**src/rtl/spi_shift_ctrl.sv**
```systemverilog
// SPI mode-0 master sequencer: drives an external N-bit shifter through load then N shifts,
// generating SCLK/CS_n and feeding sampled MISO into the shifter's serial input.
module spi_shift_ctrl #(
  parameter int unsigned N       = 4,
  parameter int unsigned CLK_DIV = 2
) (
  input  logic i_clk_p,
  input  logic i_rst,
  input  logic i_start,
  input  logic i_rx_bit,
  output logic o_busy,
  output logic o_sh_en,
  output logic o_sh_wrt,
  output logic o_sh_bit,
  output logic o_sclk,
  output logic o_cs_n,
  output logic o_done
);

  localparam int unsigned DivW = $clog2(CLK_DIV + 1);
  localparam int unsigned BitW = $clog2(N + 1);
  localparam logic [DivW-1:0] DivLoad = DivW'(CLK_DIV);
  localparam logic [BitW-1:0] BitLast = BitW'(N);

  typedef enum logic [2:0] {StIdle, StLoad, StSetup, StHigh, StLow, StDone} state_e;

  state_e          state_q, state_d;
  logic [DivW-1:0] div_cnt_q, div_cnt_d;
  logic [BitW-1:0] bit_cnt_q, bit_cnt_d;
  logic            rx_sample_q, rx_sample_d;
  logic            phase_first, phase_last;

  // div_cnt counts down from CLK_DIV, so the reload value marks the first cycle of a phase.
  assign phase_first = (div_cnt_q == DivLoad);
  assign phase_last  = (div_cnt_q == DivW'(1));

  always_comb begin
    state_d     = state_q;
    bit_cnt_d   = bit_cnt_q;
    rx_sample_d = rx_sample_q;
    div_cnt_d   = div_cnt_q;
    unique case (state_q)
      StIdle: begin
        if (i_start) state_d = StLoad;
      end
      StLoad: begin
        state_d   = StSetup;
        bit_cnt_d = '0;
      end
      StSetup: begin
        if (phase_last) state_d = StHigh;
      end
      StHigh: begin
        if (phase_first) rx_sample_d = i_rx_bit;
        if (phase_last) state_d = StLow;
      end
      StLow: begin
        if (phase_first) bit_cnt_d = bit_cnt_q + BitW'(1);
        // Compare the updated count so CLK_DIV=1 (first cycle == last cycle) still ends on time.
        if (phase_last) state_d = (bit_cnt_d == BitLast) ? StDone : StHigh;
      end
      StDone: begin
        state_d = StIdle;
      end
      default: begin
        state_d = StIdle;
      end
    endcase
    if (state_d != state_q) begin
      div_cnt_d = DivLoad;
    end else if (state_q == StSetup || state_q == StHigh || state_q == StLow) begin
      div_cnt_d = div_cnt_q - DivW'(1);
    end
  end

  always_ff @(posedge i_clk_p) begin
    if (i_rst) begin
      state_q     <= StIdle;
      div_cnt_q   <= '0;
      bit_cnt_q   <= '0;
      rx_sample_q <= 1'b0;
    end else begin
      state_q     <= state_d;
      div_cnt_q   <= div_cnt_d;
      bit_cnt_q   <= bit_cnt_d;
      rx_sample_q <= rx_sample_d;
    end
  end

  always_comb begin
    o_busy   = (state_q != StIdle);
    o_sh_en  = 1'b0;
    o_sh_wrt = 1'b0;
    o_sh_bit = 1'b0;
    o_sclk   = 1'b0;
    o_cs_n   = 1'b1;
    o_done   = 1'b0;
    unique case (state_q)
      StLoad: begin
        o_sh_en  = 1'b1;
        o_sh_wrt = 1'b1;
      end
      StSetup: begin
        o_cs_n = 1'b0;
      end
      StHigh: begin
        o_cs_n = 1'b0;
        o_sclk = 1'b1;
      end
      StLow: begin
        o_cs_n = 1'b0;
        if (phase_first) begin
          o_sh_en  = 1'b1;
          o_sh_bit = rx_sample_q;
        end
      end
      StDone: begin
        o_done = 1'b1;
      end
      default: begin
        o_busy = (state_q != StIdle);
      end
    endcase
  end

endmodule
```
**config.mk**
```make
export PLATFORM = sky130hd
export DESIGN_NAME = spi_shift_ctrl
export DESIGN_NICKNAME = d
export VERILOG_FILES = /design/src/rtl/spi_shift_ctrl.sv
export SDC_FILE = /design/constraint.sdc
export NUM_CORES = 1
export LEC_CHECK = 0
export ABC_CLOCK_PERIOD_IN_PS = 1300
export BUFFER_PORTS_ARGS = -buffer_cell sky130_fd_sc_hd__buf_2
export CAP_MARGIN = 10
export CORE_MARGIN = 4
export CORE_UTILIZATION = 47
export CTS_CLUSTER_DIAMETER = 120
export DETAILED_ROUTE_END_ITERATION = 10
export HOLD_SLACK_MARGIN = 0.05
export PLACE_DENSITY_LB_ADDON = 0.15
export SLEW_MARGIN = 20
export SYNTH_ARGS = -nofsm -noshare
export SYNTH_HDL_FRONTEND = slang
export SYNTH_SLANG_ARGS = --single-unit
```
**constraint.sdc**
```tcl
create_clock -name i_clk_p -period 1.3 [get_ports i_clk_p]
set_input_delay 0.26 -clock i_clk_p [delete_from_list [all_inputs] [get_ports i_clk_p]]
set_output_delay 0.26 -clock i_clk_p [all_outputs]
set_load 0.05 [all_outputs]
```
After elaboration in Yosys (flattened, before gate mapping) --
Index checks and enable logic that the tools add are counted.
Word-level totals: bits of input ports 4, output and inout bits 7, logic and storage cells 44, register bits after elaboration 9
Operators by class: add/subtract/negate cells 2, reductions and logical operators 9, muxes and demuxes 19, equality and inequality tests 9
Operators by type and width (number):
- 3-bit 2-to-1 mux | 7
- 3-bit case mux with 5 select lines | 1
- 3-bit equality test (second input constant) | 3
- 1-bit 2-to-1 mux | 7
- 3-bit by 2-bit equality test with 1-bit output (second input constant) | 2
- 3-bit case mux with 2 select lines | 1
- 2-bit 2-to-1 mux | 2
- 2-bit nonzero test | 2
- 3-bit by 1-bit adder with 3-bit output (second input constant) | 1
- 3-bit by 1-bit equality test with 1-bit output (second input constant) | 1
- 3-bit zero test | 1
- 3-bit inequality test | 1
- 3-bit nonzero test | 1
- 3-bit OR reduction | 1
- 2-bit by 1-bit equality test with 1-bit output (second input constant) | 1
- 2-bit equality test (second input constant) | 1
- 1-bit logical OR | 2
- 1-bit case mux with 2 select lines | 1
- 2-bit AND reduction | 1
- 2-bit OR reduction | 1
- 2-bit by 1-bit subtractor with 2-bit output (second input constant) | 1

Longest topological paths before layout --
depth after elaboration 9, gate-level depth with buffers 5, gate-level depth less buffers 5

Worst setup path before layout --
Ideal clock, no wire load.
path type reg2out, from register state_q[0], to output o_sh_en, data arrival time 1.271 ns, buffers on the path 1, data required time 1.040 ns, cell stages (with the launch flop) 4, setup slack -0.231 ns, path through dfxtp_1 > buf_6 > or3b_4 > nand2_1
On the way: cells in the longest elaborated chain, start to end 2, elaborated cells on any way between the ends 3, classes of those cells 2 x eq/ne; 1 x mux
Ends and longest elaborated chain:
- start: declaration | line 27 | state_e state_q, state_d;
- start signal: assignment | line 78 | state_q <= StIdle;
- start signal: assignment | line 83 | state_q <= state_d;
- 3-bit equality test / 3-bit by 1-bit equality test with 1-bit output (equally long branches) | line 98 | unique case (state_q)
- 1-bit case mux with 2 select lines (*) | line 98
- end: declaration | line 12 | output logic o_sh_en,
Mark *: on every way between the ends. The rest lies on a longest branch, timed or not.

Final worst setup path --
from register state_q[0], to output o_sh_wrt
On the way: cells in the longest elaborated chain, start to end 2
Ends and longest elaborated chain:
- 3-bit by 1-bit equality test with 1-bit output | line 98
- 1-bit 2-to-1 mux | line 98
- end: declaration | line 13 | output logic o_sh_wrt,
Every way passes these cells.

==> flow_summary.yaml <==
synth:
  avgSynthCellArea_sq_um: 9.27
  seq_area_frac_synth: 0.282
  syn_inst: 69
  synth_top_family_by_area: "simple AND/OR/NAND/NOR gates"
  synth-compound-area-share: 0.162
  syn-num-nets: 76
  synth.mux.area_fraction: 0.0470
  synth_fa_ha_area_frac: 0.0587
  ys_warn_count: 0
  synth_seq_cells: 9
  yosys.cell_types.count: 34
  synth-xor-area-share: 0
  syn_area_sq_um: 639
  synth_simple_gate_area_frac: 0.368
placed_design:
  place_hpwl_um: 1090
  numPortBuffers: 10
  place_area_sq_um: 823
  routabilityCongestion: 0.728
  dp_cells: 106
final_layout:
  layout-drive-gt1-share: 0.598
  area_delta_synth_final_pct: 65.2
  layout_common_cells: "buf_4 (14), buf_6 (11)"
  antenna_cells: 0
  fin_area_sq_um: 1060
  layout.cells.most_common: "buf_4"
  fin_cells: 117
  fin_nets: 110
timing:
  timing.slew.headroom: 0.844
  layout_setup_ws_ns: -0.258
  finalHoldViolations: 0
  setup-violations-final: 10
  period_share: 1.20
  drv_slew: 0
  tightest_slew_ns: 0.234
  fin_tns_setup_ns: -1.55
  period_needed_ns: 1.56
  fin_skew_ns: 0.00816
  rsz0062_at_grt: "true"
  clock.fmax_mhz: 642
routing:
  routedWlPerCell_um: 14.8
  initialDrtViolationCount: 14
  met2_length_um: 849
  wl_met3_um: 78
  postRouteAntennaNets: 0
  routed_wl_um: 1730
  wl_met1_um: 768
  via_per_inst: 5.60
  drt-pass1-iter-count: 6
  vias: 655
  drc: 0
  dr.max_layer_used: "met4"
setup_path:
  cp_data_required_time_ns: 1.04
  critPathLaunchType: "register"
  reg2reg_slack_ns: -0.08
  critPathLaunch: "state_q[0]"
  cp_max_fo: 4
  crit_family: "simple AND/OR/NAND/NOR gates"
  max_stage_delay_ns: 0.42
  cp_num_buf_inv: 2
  r2r-start: "div_cnt_q[0]"
  cp.arrival_ns: 1.30
  cp_cell_sequence: "or3b_4 > clkinvlp_4 > buf_8"
  end_kind: "output port"
  slowest_stage: "or3b_4"
  critPathKind: "reg -> out"
floorplan:
  num_rows: 13
  die_height_um: 44.9
  start_util: 0.498
  die_w_um: 44.9
  coreArea_sq_um: 1280
  ios: 11
  die-area_sq_um: 2010
hold_path:
  min_from: "i_rx_bit"
  hold_class: "in -> reg"
clock_tree:
  cts_tree: "yes"
  cts_buffers: 3
  cts_root_buffer: "clkbuf_4"
  holdBufCountCts: 0
  cts.sink_count: 9
  clkLatencyLatePin_ns: 0.27
  cts.path.max_buffers: 2
  h-tree-depth: 1
  clkSlewWorstSetupHoldPaths_ns: 0.07
grt:
  antenna_found_initial: 0
  grt_pass1_vias: 611
  overflow: 0
  grt_pass1_wl_um: 2870
  grt_start_max_net_pins: 9
  grt_usage: 0.204
run_status:
  status: "finished with violations"
  violations: "negative setup slack"
power:
  power.net_switching_uw: 268
  ir_drop_v: 0.000672
  internal-power_uw: 551
  powerDensity_nw_per_um2: 776
  p_leak_uw: 0.000431
  pwr-share-clk: 0.283
  combinationalPowerShare: 0.351
  seqPwrFrac: 0.366
  switching_share: 0.328
  power.total_uw: 819
flow_run:
  drv_cap: 0
==> worst min-delay path: stages <==
cell	delay (ns)
buf_2	0.07
mux2i_1	0.05
nor2_1	0.07
==> per-stage QoR <==
step / setup WS [ns] / util / hold WS (ns)
detailed placement: -0.0843 / 0.641 / 0.499
CTS: -0.248 / 0.796 / 0.233
global placement: -0.0641 / 0.641 / 0.477
global route: -0.301 / 0.822 / 0.258
finish: -0.258 / 0.822 / 0.226
floorplan: -0.0784 / - / 0.322
==> cell usage after synthesis <==
cell       n  area [sq um]
a21oi_1    2          10.0
a22o_1     1          8.76
a22oi_1    1          7.51
a31oi_1    2          12.5
and2_1     1          6.26
and2b_1    1          7.51
and3_1     2          12.5
and3b_1    1          8.76
and4b_1    1          10.0
buf_4      1          7.51
buf_6      2          22.5
dfxtp_1    9           180
ha_1       3          37.5
inv_1      6          22.5
mux2i_1    3          30.0
nand2_1    2          7.51
nand3_1    2          10.0
nand4_1    1          6.26
nand4b_1   3          26.3
nand4bb_4  1          27.5
nor2_1     4          15.0
nor3_1     4          20.0
nor3b_4    1          18.8
nor4_2     1          12.5
nor4bb_1   1          10.0
o2111a_1   1          11.3
o211ai_2   1          12.5
o21a_1     2          15.0
o21ai_1    2          10.0
o31a_1     1          8.76
o31ai_1    1          7.51
or2_2      1          6.26
or3_1      3          18.8
or3b_4     1          11.3
==> power groups by stage <==
stage | clock [uW] | sequential (uW) | combinational [uW]
6_report | 231 | 300 | 288
5_1_grt | 259 | 302 | 307
4_1_cts | 224 | 301 | 274
3_5_place_dp | 0 | 306 | 204
3_3_place_gp | 0 | 304 | 199
2_1_floorplan | 0 | 301 | 150
==> path summary, 6_finish.rpt <==
check,cells past startpoint,end
worst min-delay path,3,rx_sample_q
worst max register to register,6,state_q[1]
worst max-delay path,3,o_sh_wrt
worst min register to register,2,rx_sample_q
==> metal layers <==
| layer | vias to the layer above | GRT usage |
|---|---|---|
| li1 | 329 | - |
| met4 | 0 | 0.105 |
| met2 | 17 | 0.338 |
| met3 | 4 | 0.0359 |
| met1 | 305 | 0.250 |
| met5 | - | 0 |
==> registers in the layout, indices dropped and copies added, names as in the netlist <==
signal       count
bit_cnt_q        3
state_q          3
div_cnt_q        2
rx_sample_q      1
==> what timing repair did <==
| item | CTS | global route |
|---|---|---|
| buffers inserted | 6 | 1 |
| endpoints found under the hold margin | 0 | 0 |
| pin swaps | 6 | 6 |
| endpoints found under the setup margin | 12 | 13 |
| gates resized for setup | 37 | 8 |
==> cell type report <==
type,count,area [sq um]
multi-input cells,51,484
repair buffers,32,304
fillers,87,229
flip-flops and latches,9,196
clock buffers,4,26.3
inverters,6,26.3
well taps,15,18.8
==> logic make-up after synthesis <==
group | Yosys count
compound gates | 14
fa+ha+maj | 3
buf+inv | 9
flops | 9
mux | 3
simple gates | 31
No activity file was read; power rests on OpenSTA's default activity.
